==> src/rtl/uart_instr_loader_if.sv <==
// rtl/uart_instr_loader_if.sv - UART byte stream, response byte and memory write bus of the instruction loader
//
// Signals:
//   rx_data/rx_valid   received byte and its one-cycle strobe
//   tx_data/tx_valid   ACK/NAK response byte, held until tx_ready
//   tx_ready           transmitter accepts the response byte
//   wr_en/wr_addr/wr_data  instruction memory write port
// Modports:
//   master  the loader (drives response and memory write)
//   slave   the surrounding system (drives rx stream and tx_ready)
interface uart_instr_loader_if #(
    parameter int ADDR_W = 8,
    parameter int DATA_W = 32
);
    logic [7:0]        rx_data;
    logic              rx_valid;
    logic [7:0]        tx_data;
    logic              tx_valid;
    logic              tx_ready;
    logic              wr_en;
    logic [ADDR_W-1:0] wr_addr;
    logic [DATA_W-1:0] wr_data;

    modport master (
        input  rx_data, rx_valid, tx_ready,
        output tx_data, tx_valid, wr_en, wr_addr, wr_data
    );

    modport slave (
        output rx_data, rx_valid, tx_ready,
        input  tx_data, tx_valid, wr_en, wr_addr, wr_data
    );
endinterface

==> src/rtl/uart_instr_loader.sv <==
// rtl/uart_instr_loader.sv - decodes framed UART load packets into instruction memory writes
//
// Packet: SYNC, ADDR, COUNT, COUNT x 4 data bytes (big-endian words), CHK.
// COUNT=0 means 256 words; CHK is the 8-bit sum of ADDR, COUNT and all data bytes.
// Ports:
//   clk, rst_n    system clock, asynchronous active-low reset
//   bus           rx stream in, ACK/NAK byte out, memory write port out
//   mem_ext_en    loader owns instruction memory (control FSM must stall)
//   busy          loader is inside a packet or response
//   load_done     one-cycle pulse on a packet with a good checksum
//   chk_err       sticky bad-checksum flag, cleared by the next SYNC
//   timeout_err   sticky inter-byte timeout flag, cleared by the next SYNC
//   words_loaded  words written in the current/last packet
module uart_instr_loader #(
    parameter int         INSTR_WIDTH    = 32,
    parameter int         INSTR_DEPTH    = 256,
    parameter int         TIMEOUT_CYCLES = 50000,
    parameter logic [7:0] SYNC_BYTE      = 8'hA5,
    localparam int        ADDR_W         = $clog2(INSTR_DEPTH)
) (
    input  logic                   clk,
    input  logic                   rst_n,
    uart_instr_loader_if.master    bus,
    output logic                   mem_ext_en,
    output logic                   busy,
    output logic                   load_done,
    output logic                   chk_err,
    output logic                   timeout_err,
    output logic [8:0]             words_loaded
);
    localparam logic [7:0] ACK = 8'h06;
    localparam logic [7:0] NAK = 8'h15;
    localparam int         TMO_W = $clog2(TIMEOUT_CYCLES + 1);
    // The counter reaching this value with another idle cycle is the TIMEOUT_CYCLES-th idle clock.
    localparam logic [TMO_W-1:0] TMO_LAST = TMO_W'(TIMEOUT_CYCLES - 1);

    typedef enum logic [2:0] {
        IDLE, GET_ADDR, GET_COUNT, GET_DATA, GET_CHK, RESPOND
    } state_t;

    state_t            state;
    logic [ADDR_W-1:0] addr;
    logic [8:0]        words_left;
    logic [23:0]       asm_q;      // first three bytes of the word being assembled
    logic [1:0]        byte_idx;
    logic [7:0]        sum;
    logic [TMO_W-1:0]  tmo_cnt;

    assign busy = (state != IDLE);

    always_ff @(posedge clk or negedge rst_n) begin
        if (!rst_n) begin
            state        <= IDLE;
            addr         <= '0;
            words_left   <= '0;
            asm_q        <= '0;
            byte_idx     <= '0;
            sum          <= '0;
            tmo_cnt      <= '0;
            bus.tx_data  <= '0;
            bus.tx_valid <= 1'b0;
            bus.wr_en    <= 1'b0;
            bus.wr_addr  <= '0;
            bus.wr_data  <= '0;
            mem_ext_en   <= 1'b0;
            load_done    <= 1'b0;
            chk_err      <= 1'b0;
            timeout_err  <= 1'b0;
            words_loaded <= '0;
        end else begin
            bus.wr_en <= 1'b0;
            load_done <= 1'b0;
            case (state)
                IDLE: begin
                    if (bus.rx_valid && bus.rx_data == SYNC_BYTE) begin
                        state        <= GET_ADDR;
                        mem_ext_en   <= 1'b1;
                        chk_err      <= 1'b0;
                        timeout_err  <= 1'b0;
                        words_loaded <= '0;
                        sum          <= '0;
                        tmo_cnt      <= '0;
                        byte_idx     <= '0;
                    end
                end
                RESPOND: begin
                    if (bus.tx_ready) begin
                        bus.tx_valid <= 1'b0;
                        mem_ext_en   <= 1'b0;
                        state        <= IDLE;
                    end
                end
                default: begin
                    if (bus.rx_valid) begin
                        tmo_cnt <= '0;
                        case (state)
                            GET_ADDR: begin
                                addr  <= bus.rx_data[ADDR_W-1:0];
                                sum   <= sum + bus.rx_data;
                                state <= GET_COUNT;
                            end
                            GET_COUNT: begin
                                words_left <= (bus.rx_data == 8'd0) ? 9'd256 : {1'b0, bus.rx_data};
                                sum        <= sum + bus.rx_data;
                                state      <= GET_DATA;
                            end
                            GET_DATA: begin
                                sum      <= sum + bus.rx_data;
                                byte_idx <= byte_idx + 2'd1;
                                asm_q    <= {asm_q[15:0], bus.rx_data};
                                if (byte_idx == 2'd3) begin
                                    bus.wr_en    <= 1'b1;
                                    bus.wr_addr  <= addr;
                                    bus.wr_data  <= INSTR_WIDTH'({asm_q, bus.rx_data});
                                    addr         <= addr + 1'b1;
                                    words_loaded <= words_loaded + 9'd1;
                                    words_left   <= words_left - 9'd1;
                                    if (words_left == 9'd1) begin
                                        state <= GET_CHK;
                                    end
                                end
                            end
                            GET_CHK: begin
                                if (bus.rx_data == sum) begin
                                    load_done   <= 1'b1;
                                    bus.tx_data <= ACK;
                                end else begin
                                    chk_err     <= 1'b1;
                                    bus.tx_data <= NAK;
                                end
                                bus.tx_valid <= 1'b1;
                                state        <= RESPOND;
                            end
                            default: ;
                        endcase
                    end else if (tmo_cnt == TMO_LAST) begin
                        // Any partially assembled word is simply abandoned.
                        timeout_err  <= 1'b1;
                        bus.tx_data  <= NAK;
                        bus.tx_valid <= 1'b1;
                        state        <= RESPOND;
                    end else begin
                        tmo_cnt <= tmo_cnt + 1'b1;
                    end
                end
            endcase
        end
    end
endmodule

==> src/flat_wrapper.sv <==
// flat-port wrapper written by rule: the top's interface ports become plain ports
module uart_instr_loader_flat 
#(
    parameter int         INSTR_WIDTH    = 32,
    parameter int         INSTR_DEPTH    = 256,
    parameter int         TIMEOUT_CYCLES = 50000,
    parameter logic [7:0] SYNC_BYTE      = 8'hA5,
    localparam int        ADDR_W         = $clog2(INSTR_DEPTH)
)
  (clk, rst_n, mem_ext_en, busy, load_done, chk_err, timeout_err, words_loaded, bus_rx_data, bus_rx_valid, bus_tx_ready, bus_tx_data, bus_tx_valid, bus_wr_en, bus_wr_addr, bus_wr_data);
  uart_instr_loader_if bus_i ();
  input  logic clk;
  input  logic rst_n;
  output logic mem_ext_en;
  output logic busy;
  output logic load_done;
  output logic chk_err;
  output logic timeout_err;
  output logic [8:0] words_loaded;
  input wire logic [$bits(bus_i.rx_data)-1:0] bus_rx_data;
  input wire logic [$bits(bus_i.rx_valid)-1:0] bus_rx_valid;
  input wire logic [$bits(bus_i.tx_ready)-1:0] bus_tx_ready;
  output wire logic [$bits(bus_i.tx_data)-1:0] bus_tx_data;
  output wire logic [$bits(bus_i.tx_valid)-1:0] bus_tx_valid;
  output wire logic [$bits(bus_i.wr_en)-1:0] bus_wr_en;
  output wire logic [$bits(bus_i.wr_addr)-1:0] bus_wr_addr;
  output wire logic [$bits(bus_i.wr_data)-1:0] bus_wr_data;
  assign bus_i.rx_data = bus_rx_data;
  assign bus_i.rx_valid = bus_rx_valid;
  assign bus_i.tx_ready = bus_tx_ready;
  assign bus_tx_data = bus_i.tx_data;
  assign bus_tx_valid = bus_i.tx_valid;
  assign bus_wr_en = bus_i.wr_en;
  assign bus_wr_addr = bus_i.wr_addr;
  assign bus_wr_data = bus_i.wr_data;
  uart_instr_loader #(.INSTR_WIDTH(INSTR_WIDTH), .INSTR_DEPTH(INSTR_DEPTH), .TIMEOUT_CYCLES(TIMEOUT_CYCLES), .SYNC_BYTE(SYNC_BYTE)) u_core (.clk(clk), .rst_n(rst_n), .bus(bus_i), .mem_ext_en(mem_ext_en), .busy(busy), .load_done(load_done), .chk_err(chk_err), .timeout_err(timeout_err), .words_loaded(words_loaded));
endmodule
==> config.mk <==
export PLATFORM = sky130hd
export DESIGN_NAME = uart_instr_loader_flat
export DESIGN_NICKNAME = d
export VERILOG_FILES = /design/src/rtl/uart_instr_loader_if.sv /design/src/rtl/uart_instr_loader.sv /design/src/flat_wrapper.sv
export SDC_FILE = /design/constraint.sdc
export NUM_CORES = 1
export LEC_CHECK = 0
export ABC_CLOCK_PERIOD_IN_PS = 2600
export BUFFER_PORTS_ARGS = -buffer_cell sky130_fd_sc_hd__buf_2
export CORE_MARGIN = 2
export CORE_UTILIZATION = 58
export CTS_CLUSTER_DIAMETER = 200
export DETAILED_ROUTE_END_ITERATION = 12
export GPL_TIMING_DRIVEN = 1
export PLACE_DENSITY = 0.8
export SYNTH_ARGS = -nofsm -noshare
export SYNTH_HDL_FRONTEND = slang
export SYNTH_SLANG_ARGS = --single-unit
==> constraint.sdc <==
create_clock -name clk -period 2.6 [get_ports clk]
set_clock_uncertainty 0.15 [all_clocks]
set_input_delay 0 -clock clk [delete_from_list [all_inputs] [get_ports clk]]
set_output_delay 0 -clock clk [all_outputs]
set_load 0.02 [all_outputs]
# After elaboration in Yosys (flattened, before gate mapping)
# Cells that the tools add are included.
# word_totals
ff_bits	133
in_bits	12
# op_classes
n_reduce_logical	32
n_mux	56
bitwise_logic	3
n_eq_ne	21
n_addsub	6
# op_table
operator	count
$mux 8	7
$mux 9	6
$mux 16	3
$pmux 9 s2	2
$pmux 16 s2	1
$pmux 8 s2	2
$reduce_and 4->1	7
$reduce_bool 2->1	10
$mux 1	18
$mux 3	6
$add 16x1->16 const B	1
$eq 16x16->1 const B	1
$pmux 3 s4	1
$reduce_and 3->1	4
$ne 5x2->1 const B	2
$reduce_and 5->1	2
$add 9x1->9 const B	1
$eq 9x1->1 const B	1
$sub 9x1->9 const B	1
$add 8x1->8 const B	1
$add 8x8->8	1
$eq 8x8->1	1
$eq 8x8->1 const B	1
$logic_not 8->1	1
23 further kinds	37

# Logic depth before layout (Yosys ltp)
# Gate-level depths: netlist of the first run.
# logic_depth
word_depth	6
depth_mapped	8

# Worst setup path after synthesis of the first run
# Ideal clock, no wire load.
# synth_timing
path_kind	flip-flop to flip-flop
from	reg u_core.sum[0]
to	reg u_core.sum[6]
arrival_time_ns	1.756
path_slack_ns	0.565
required_time_ns	2.321
setup_ns	0.129
path_stages_with_launch	8
path_cell_list	dfrtp_1 -> ha_1 -> fa_1 -> a21o_1 -> a21oi_1 -> and4b_1 -> a31oi_1 -> nand3_1
# synth_between
elab_chain_cells	4
# synth_lines
item	line_no	text
start, declared	uart_instr_loader.sv:46	logic [7:0] sum;
start signal, assigned	uart_instr_loader.sv:99	sum <= sum + bus.rx_data;
start signal, assigned	uart_instr_loader.sv:104	sum <= sum + bus.rx_data;
start signal, assigned	uart_instr_loader.sv:108	sum <= sum + bus.rx_data;
$add 8x8->8	uart_instr_loader.sv:99, uart_instr_loader.sv:104, uart_instr_loader.sv:108	
$mux 8	n/a	
$mux 8	uart_instr_loader.sv:94	if (bus.rx_valid) begin
$pmux 8 s2	uart_instr_loader.sv:73	case (state)
# Every way passes these cells. The select of a mux whose other input is x is not followed.
# A chain may end at the register's enable or synchronous reset.

# Final worst setup path of the first run
# layout_timing
from	reg u_core.tmo_cnt[0]
to	reg u_core.bus.tx_valid
# layout_between
elab_chain_cells	3
# layout_lines
item	line_no	text
start, declared	uart_instr_loader.sv:47	logic [TMO_W-1:0] tmo_cnt;
start signal, assigned	uart_instr_loader.sv:143	tmo_cnt <= tmo_cnt + 1'b1;
$eq 16x16->1	uart_instr_loader.sv:136	end else if (tmo_cnt == TMO_LAST) begin
$reduce_bool 3->1 (no line)	n/a	
$reduce_and 4->1 (no line)	n/a	
end signal, assigned	uart_instr_loader.sv:88	bus.tx_valid <= 1'b0;
end signal, assigned	uart_instr_loader.sv:131	bus.tx_valid <= 1'b1;
end signal, assigned	uart_instr_loader.sv:140	bus.tx_valid <= 1'b1;
end, declared	uart_instr_loader_if.sv:26	output tx_data, tx_valid, wr_en, wr_addr, wr_data
# Every way passes these cells.

==> results of run 1 <==
[worst max-delay path: stages (launching register included)]
cell	delay, ns
dfrtp_1	0.40
ha_1	0.21
and3_1	0.23
nand4_1	0.22
buf_4	0.23
o21ai_0	0.14
a21oi_1	0.09
a31oi_1	0.13
dlygate4sd3_1	0.56
[power by group through the flow]
stage | combinational [W] | clock [W] | sequential (W)
2_1_floorplan | 0.00183 | 0 | 0.00340
3_3_place_gp | 0.00274 | 0 | 0.00325
3_5_place_dp | 0.00286 | 0 | 0.00330
4_1_cts | 0.00294 | 0.00231 | 0.00328
5_1_grt | 0.00328 | 0.00242 | 0.00339
6_report | 0.00295 | 0.00229 | 0.00330
[logic make-up (layout without fill, tap and decap cells)]
kind of cell	count (synthesis)	count (layout)	share of synthesized area
adders and majority gates	14	14	0.02911
and+or+nand+nor	321	321	0.2396
AOI/OAI and AO/OA	139	139	0.1356
DFF	128	128	0.5104
xor gates and xnor gates	4	4	0.005583
other	1	4	0.0005975
buffers and inverters	45	144	0.03090
muxes	27	27	0.04825
[state kept, by name, indices dropped and copies added, names as in the netlist]
signal / count
u_core.state: 3
u_core.tmo_cnt: 16
u_core.bus.tx_data: 3
u_core.sum: 8
u_core.addr: 8
u_core.timeout_err: 1
u_core.bus.wr_en: 1
u_core.bus.wr_addr: 8
u_core.bus.tx_valid: 1
u_core.load_done: 1
u_core.words_loaded: 9
u_core.chk_err: 1
u_core.bus.wr_data: 32
u_core.mem_ext_en: 1
u_core.byte_idx: 2
u_core.asm_q: 24
u_core.words_left: 9
[area by class of cell]
cell class / count / share of cell area
inverters: 11 / 0.005485
well taps: 136 / 0.02261
multi-input cells: 509 / 0.3840
flip-flops and latches: 128 / 0.4255
clock inverters: 14 / 0.01945
repair buffers: 101 / 0.08610
clock buffers: 18 / 0.05685
[worst paths after layout]
kind | end | cells after the start
setup / recovery | u_core.bus.tx_valid | 8
hold / removal | u_core.bus.wr_data[0] | 4
setup reg to reg | u_core.bus.tx_valid | 8
hold reg to reg | u_core.bus.tx_data[2] | 1
max in group asynchronous | u_core.sum[4] | 4
min in group asynchronous | u_core.bus.wr_addr[5] | 4
[timing repair]
item / CTS / global route
hold endpoints to repair: 180 / 0
resized for setup: 0 / 0
endpoints found under the setup margin: 0 / 0
hold buffers: 14 / 0
[stage by stage]
step,instance area (um2),total power (W),util,setup slack [ns]
after CTS,7527,0.008533,0.7226,0.1930
after detailed placement,6795,0.006162,0.6524,0.2999
final,7527,0.008539,0.7226,0.1772
after global placement,6795,0.005985,0.6524,0.4433
after floorplan,6287,0.005230,-,0.5654
after global routing,7527,0.009093,0.7226,0.0007967
[metal layers]
layer / vias up / GRT usage
li1: 2572 / -
met1: 2674 / 0.3826
met2: 248 / 0.4524
met3: 33 / 0.07294
met4: 0 / 0.1044
met5: - / 0
[cells in the final DEF (no fill, tap or decap), drive strengths merged, types with 3 or more instances in the layout]
master	instances
nand2	165
dfrtp	128
buf	88
o21ai	53
nor2	39
nand3	34
a21oi	28
mux2	26
clkbuf	18
inv	17
ha	13
dlygate4sd3	13
and3	11
nor4	11
nor3	11
a31oi	9
nand2b	7
and2	7
o31ai	7
or4	7
nor2b	6
nand4	6
nor3b	6
o211ai	6
a21o	5
or2	4
o41ai	4
a22o	4
conb	4
clkinvlp	4
xnor2	3
a22oi	3
a211o	3
o21bai	3
clkinv	3
==> out/metrics.yaml, run 1 <==
tightest_slew_ns: 0.7867
power_density_nw_per_um2: 1134
drtAntennaViolNets: 0
critPathMaxFanout: 6
fp.dieH_um: 108.0
grt-ovfl-total: 0
async_flop_share: 1.000
dr.max_layer_used: "met4"
clk-insertion-delay-late_ns: 0.52
synthTopCellsByCount: "165 x nand2_1, 128 x dfrtp_1, 52 x o21ai_0"
clock_path_buffers: 2
fmax_ghz: 0.4127
multi_input_area_um2: 2890
syn_avg_cell_area_um2: 9.243
hpwl_um: 10440
hold_start: "bus_rx_data[0]"
switching_power_w: 0.003346
ys_top_cells_by_area: "dfrtp_1 51%, nand2_1 9.9%, mux2_2 4.7%"
n_fill_cell: 781
wl_um: 15640
cts_root_buffer: "clkbuf_8"
power.share.sequential: 0.386
final-max-slew-violation-count: 0
synth_most_common_cell: "nand2_1"
p_leak_nw: 3.717
cts_made_buffers: 17
rsz0062_at_grt: "false"
wire_per_inst_um: 17.06
drt_iter0_drc: 527
criticalPathCategory: "register to register"
syn-cell-area_um2: 6276
track_usage: 0.2855
htreeDepth: 4
ys_types: 58
register_area_um2: 3203
min_period_ns: 2.423
syn_to_final_growth_pct: 19.94
gp_congestion: 0.8778
synth_ff_type: "dfrtp_1"
route.met3.wl_um: 975
fp.dieW_um: 108.0
drive_gt1_frac: 0.1997
crit_path_start_kind: "register"
vias: 5527
num-nets-final: 794
crit_start: "u_core.tmo_cnt[0]"
cts_tree: "yes"
drc: 0
yosysTopAreaCellShare: 0.5104
yosys.area.top_type: "dfrtp_1"
r2r_slack_ns: 0.18
critPathCaptureType: "register"
r2r-start: "u_core.tmo_cnt[0]"
die_area_um2: 11670
wl_met2_um: 7499
yosysWarningCount: 0
grt_pass1_wl_um: 26010
status: "finished clean"
first_global_vias: 5261
ios: 76
ys_seq_area_frac: 0.5104
relSlewSlack: 0.4744
hold_slack_ns: 0.1924
combPwrFrac: 0.346
yosys_register_bits: 128
grt_antenna_before_repair: 0
worstPathRequired_ns: 2.91
p_clk_frac: 0.268
first_pass_iters: 5
wl_met1_um: 6808
hold_viol_final: 0
port_buffers: 71
final_cells: 917
diodes: 0
hold_path_class: "primary input to register"
cts_sinks: 128
p_int_w: 0.005193
num_rows: 37
grt_max_degree: 80
core_area_um2: 10420
irDropWorstVdd_mv: 0.6156
start_util: 0.6025
tns_ns: 0
drt-vias-per-instance: 6.027
synth_edf_count: 0
post-place-cells: 871
maxCapViolations: 0
clk_pin_slew_ns: 0.06
finalSetupViolations: 0
worstPathArrival_ns: 2.73
syn_inst: 679
finalCritPeriodShare: 0.9318
swShare: 0.3919
post_cts_buffers: 0
Power figures use the tool's default switching activity.
==> run 2, diff against run 1 <==
Settings changed: PLACE_DENSITY 0.8 to 0.91.
==> run 2 against run 1 <==
  * Clock power up 7%
  * Core utilization up 0.43 points
  * Wire length rose by 6.7%
  * Sequential share of layout area shrank 0.25 points
  * Die area did not move
  * Critical path depth is 2 lower
  * Combinational power rose by 2%
  * Sequential power about the same
  * Hold slack lost 0.012 ns
  * Setup slack improved by 0.047 ns
  * Clock-buffer cell count did not move
  * Highest routed layer unchanged
==> out/metrics.yaml, run 2 (same netlist as run 1, synthesis figures left out) <==
grt_antenna_before_repair: 0
grt-ovfl-total: 0
final_cell_mix: "165 x nand2_1, 128 x dfrtp_1, 70 x buf_2"
tightest_slew_ns: 0.8245
gp_congestion: 0.8952
hpwl_um: 10580
r2r_cells: 6
final_util: 0.7270
syn_to_final_growth_pct: 20.65
r2r_end: "u_core.tmo_cnt[2]"
drtAntennaViolNets: 0
ios: 76
r2r-start: "u_core.state[2]"
hold_start: "bus_rx_data[4]"
core_area_um2: 10420
start_util: 0.6025
top_regs: "u_core.bus.wr_data (32), u_core.asm_q (24), u_core.tmo_cnt (16)"
hold_path_class: "primary input to register"
first_global_vias: 5610
worstPathRequired_ns: 2.91
p_leak_nw: 3.738
largest_reg_flops: 32
criticalPathCategory: "register to register"
worstPathArrival_ns: 2.68
finalSetupViolations: 0
critPathCaptureType: "register"
pre_cts_ws_ns: 0.3328
wl_um: 16700
regMostFlops: "u_core.bus.wr_data"
multi_input_area_um2: 2890
hold_viol_final: 0
post-route-cell-area_um2: 7572
drive_gt1_frac: 0.2008
irDropWorstVdd_mv: 0.6018
status: "finished clean"
first_pass_iters: 6
maxCapViolations: 0
wire_per_inst_um: 18.19
min_period_ns: 2.375
finalCritPeriodShare: 0.9136
cts_made_buffers: 17
final-max-slew-violation-count: 0
critPathMaxFanout: 14
hold-path-endpoint: "u_core.bus.wr_data[4]"
register_area_um2: 3203
num_rows: 37
r2r_slack_ns: 0.22
die_area_um2: 11670
drc: 0
tns_ns: 0
crit_path_start_kind: "register"
drt_iter0_drc: 726
post_cts_resized: 0
htreeDepth: 4
relSlewSlack: 0.4492
cts_root_buffer: "clkbuf_8"
port_buffers: 71
track_usage: 0.3051
cts_sinks: 128
post_cts_buffers: 0
whs_path_depth: 4
fp.dieW_um: 108.0
setup_slack_ns: 0.2246
fmax_ghz: 0.4210
grt_max_degree: 56
drt-vias-per-instance: 6.155
clk-insertion-delay-late_ns: 0.53
power_density_nw_per_um2: 1159
clk_pin_slew_ns: 0.06
fp.dieH_um: 108.0
n_fill_cell: 699
diodes: 0
cts_tree: "yes"
hold_buffers: 14
place_area_um2: 6815
vias: 5650
grt_pass1_wl_um: 27420
rsz0062_at_grt: "false"
hold_slack_ns: 0.1808
clock_path_buffers: 2
layout_commonest_cell: "nand2_1"
num-nets-final: 795
[run 2: changes by cell type in the layout (fill, tap and decap cells not counted)]
cell,delta
clkinv_2,+1
bufinv_16,+2
clkinv_4,+2
clkinvlp_4,-1
buf_12,+2
buf_16,-1
inv_8,-3
inv_6,-1
[run 2: layout make-up]
cell class              count  share of cell area
clock buffers              18             0.05651
clock inverters            14             0.02363
inverters                  11            0.005453
multi-input cells         509              0.3817
flip-flops and latches    128              0.4230
well taps                 136             0.02247
repair buffers            102             0.08724
[run 2: layer usage]
metal,share of wire,GRT usage
met5,0,0
met4,0.035,0.1218
met3,0.080,0.06570
met2,0.49,0.5018
met1,0.40,0.3962
[run 2: worst max path at each step]
stage / slack [ns] / from / cells past startpoint / end
2_1_floorplan: 0.57 / u_core.sum[0] / 7 / u_core.sum[6]
3_3_place_gp: 0.37 / bus_rx_data[1] / 7 / u_core.tmo_cnt[2]
3_5_place_dp: 0.33 / u_core.state[2] / 6 / u_core.tmo_cnt[2]
4_1_cts: 0.26 / u_core.state[2] / 6 / u_core.tmo_cnt[2]
5_1_grt: 0.05 / u_core.tmo_cnt[0] / 7 / u_core.bus.tx_valid
6_report: 0.22 / u_core.state[2] / 6 / u_core.tmo_cnt[2]
[run 2: where the power goes]
group          leakage (nW)  internal [W]  total, W  switching (W)
Sequential             1.66       0.00267   0.00332       0.000654
Combinational          1.79       0.00121   0.00302        0.00181
Clock                 0.289       0.00150   0.00244       0.000935
[run 2: through the flow]
step | instances | power, W
5_1_grt | 918 | 0.009276
3_5_place_dp | 872 | 0.006177
6_report | 918 | 0.008774
2_1_floorplan | 682 | 0.005230
4_1_cts | 918 | 0.008730
3_3_place_gp | 872 | 0.005976
[run 2: critical path, stage by stage (launching register included)]
cell	delay, ns
dfrtp_1	0.53
and2_1	0.29
nor4_4	0.37
nor2_2	0.16
buf_4	0.21
or4_1	0.49
nand3_1	0.10
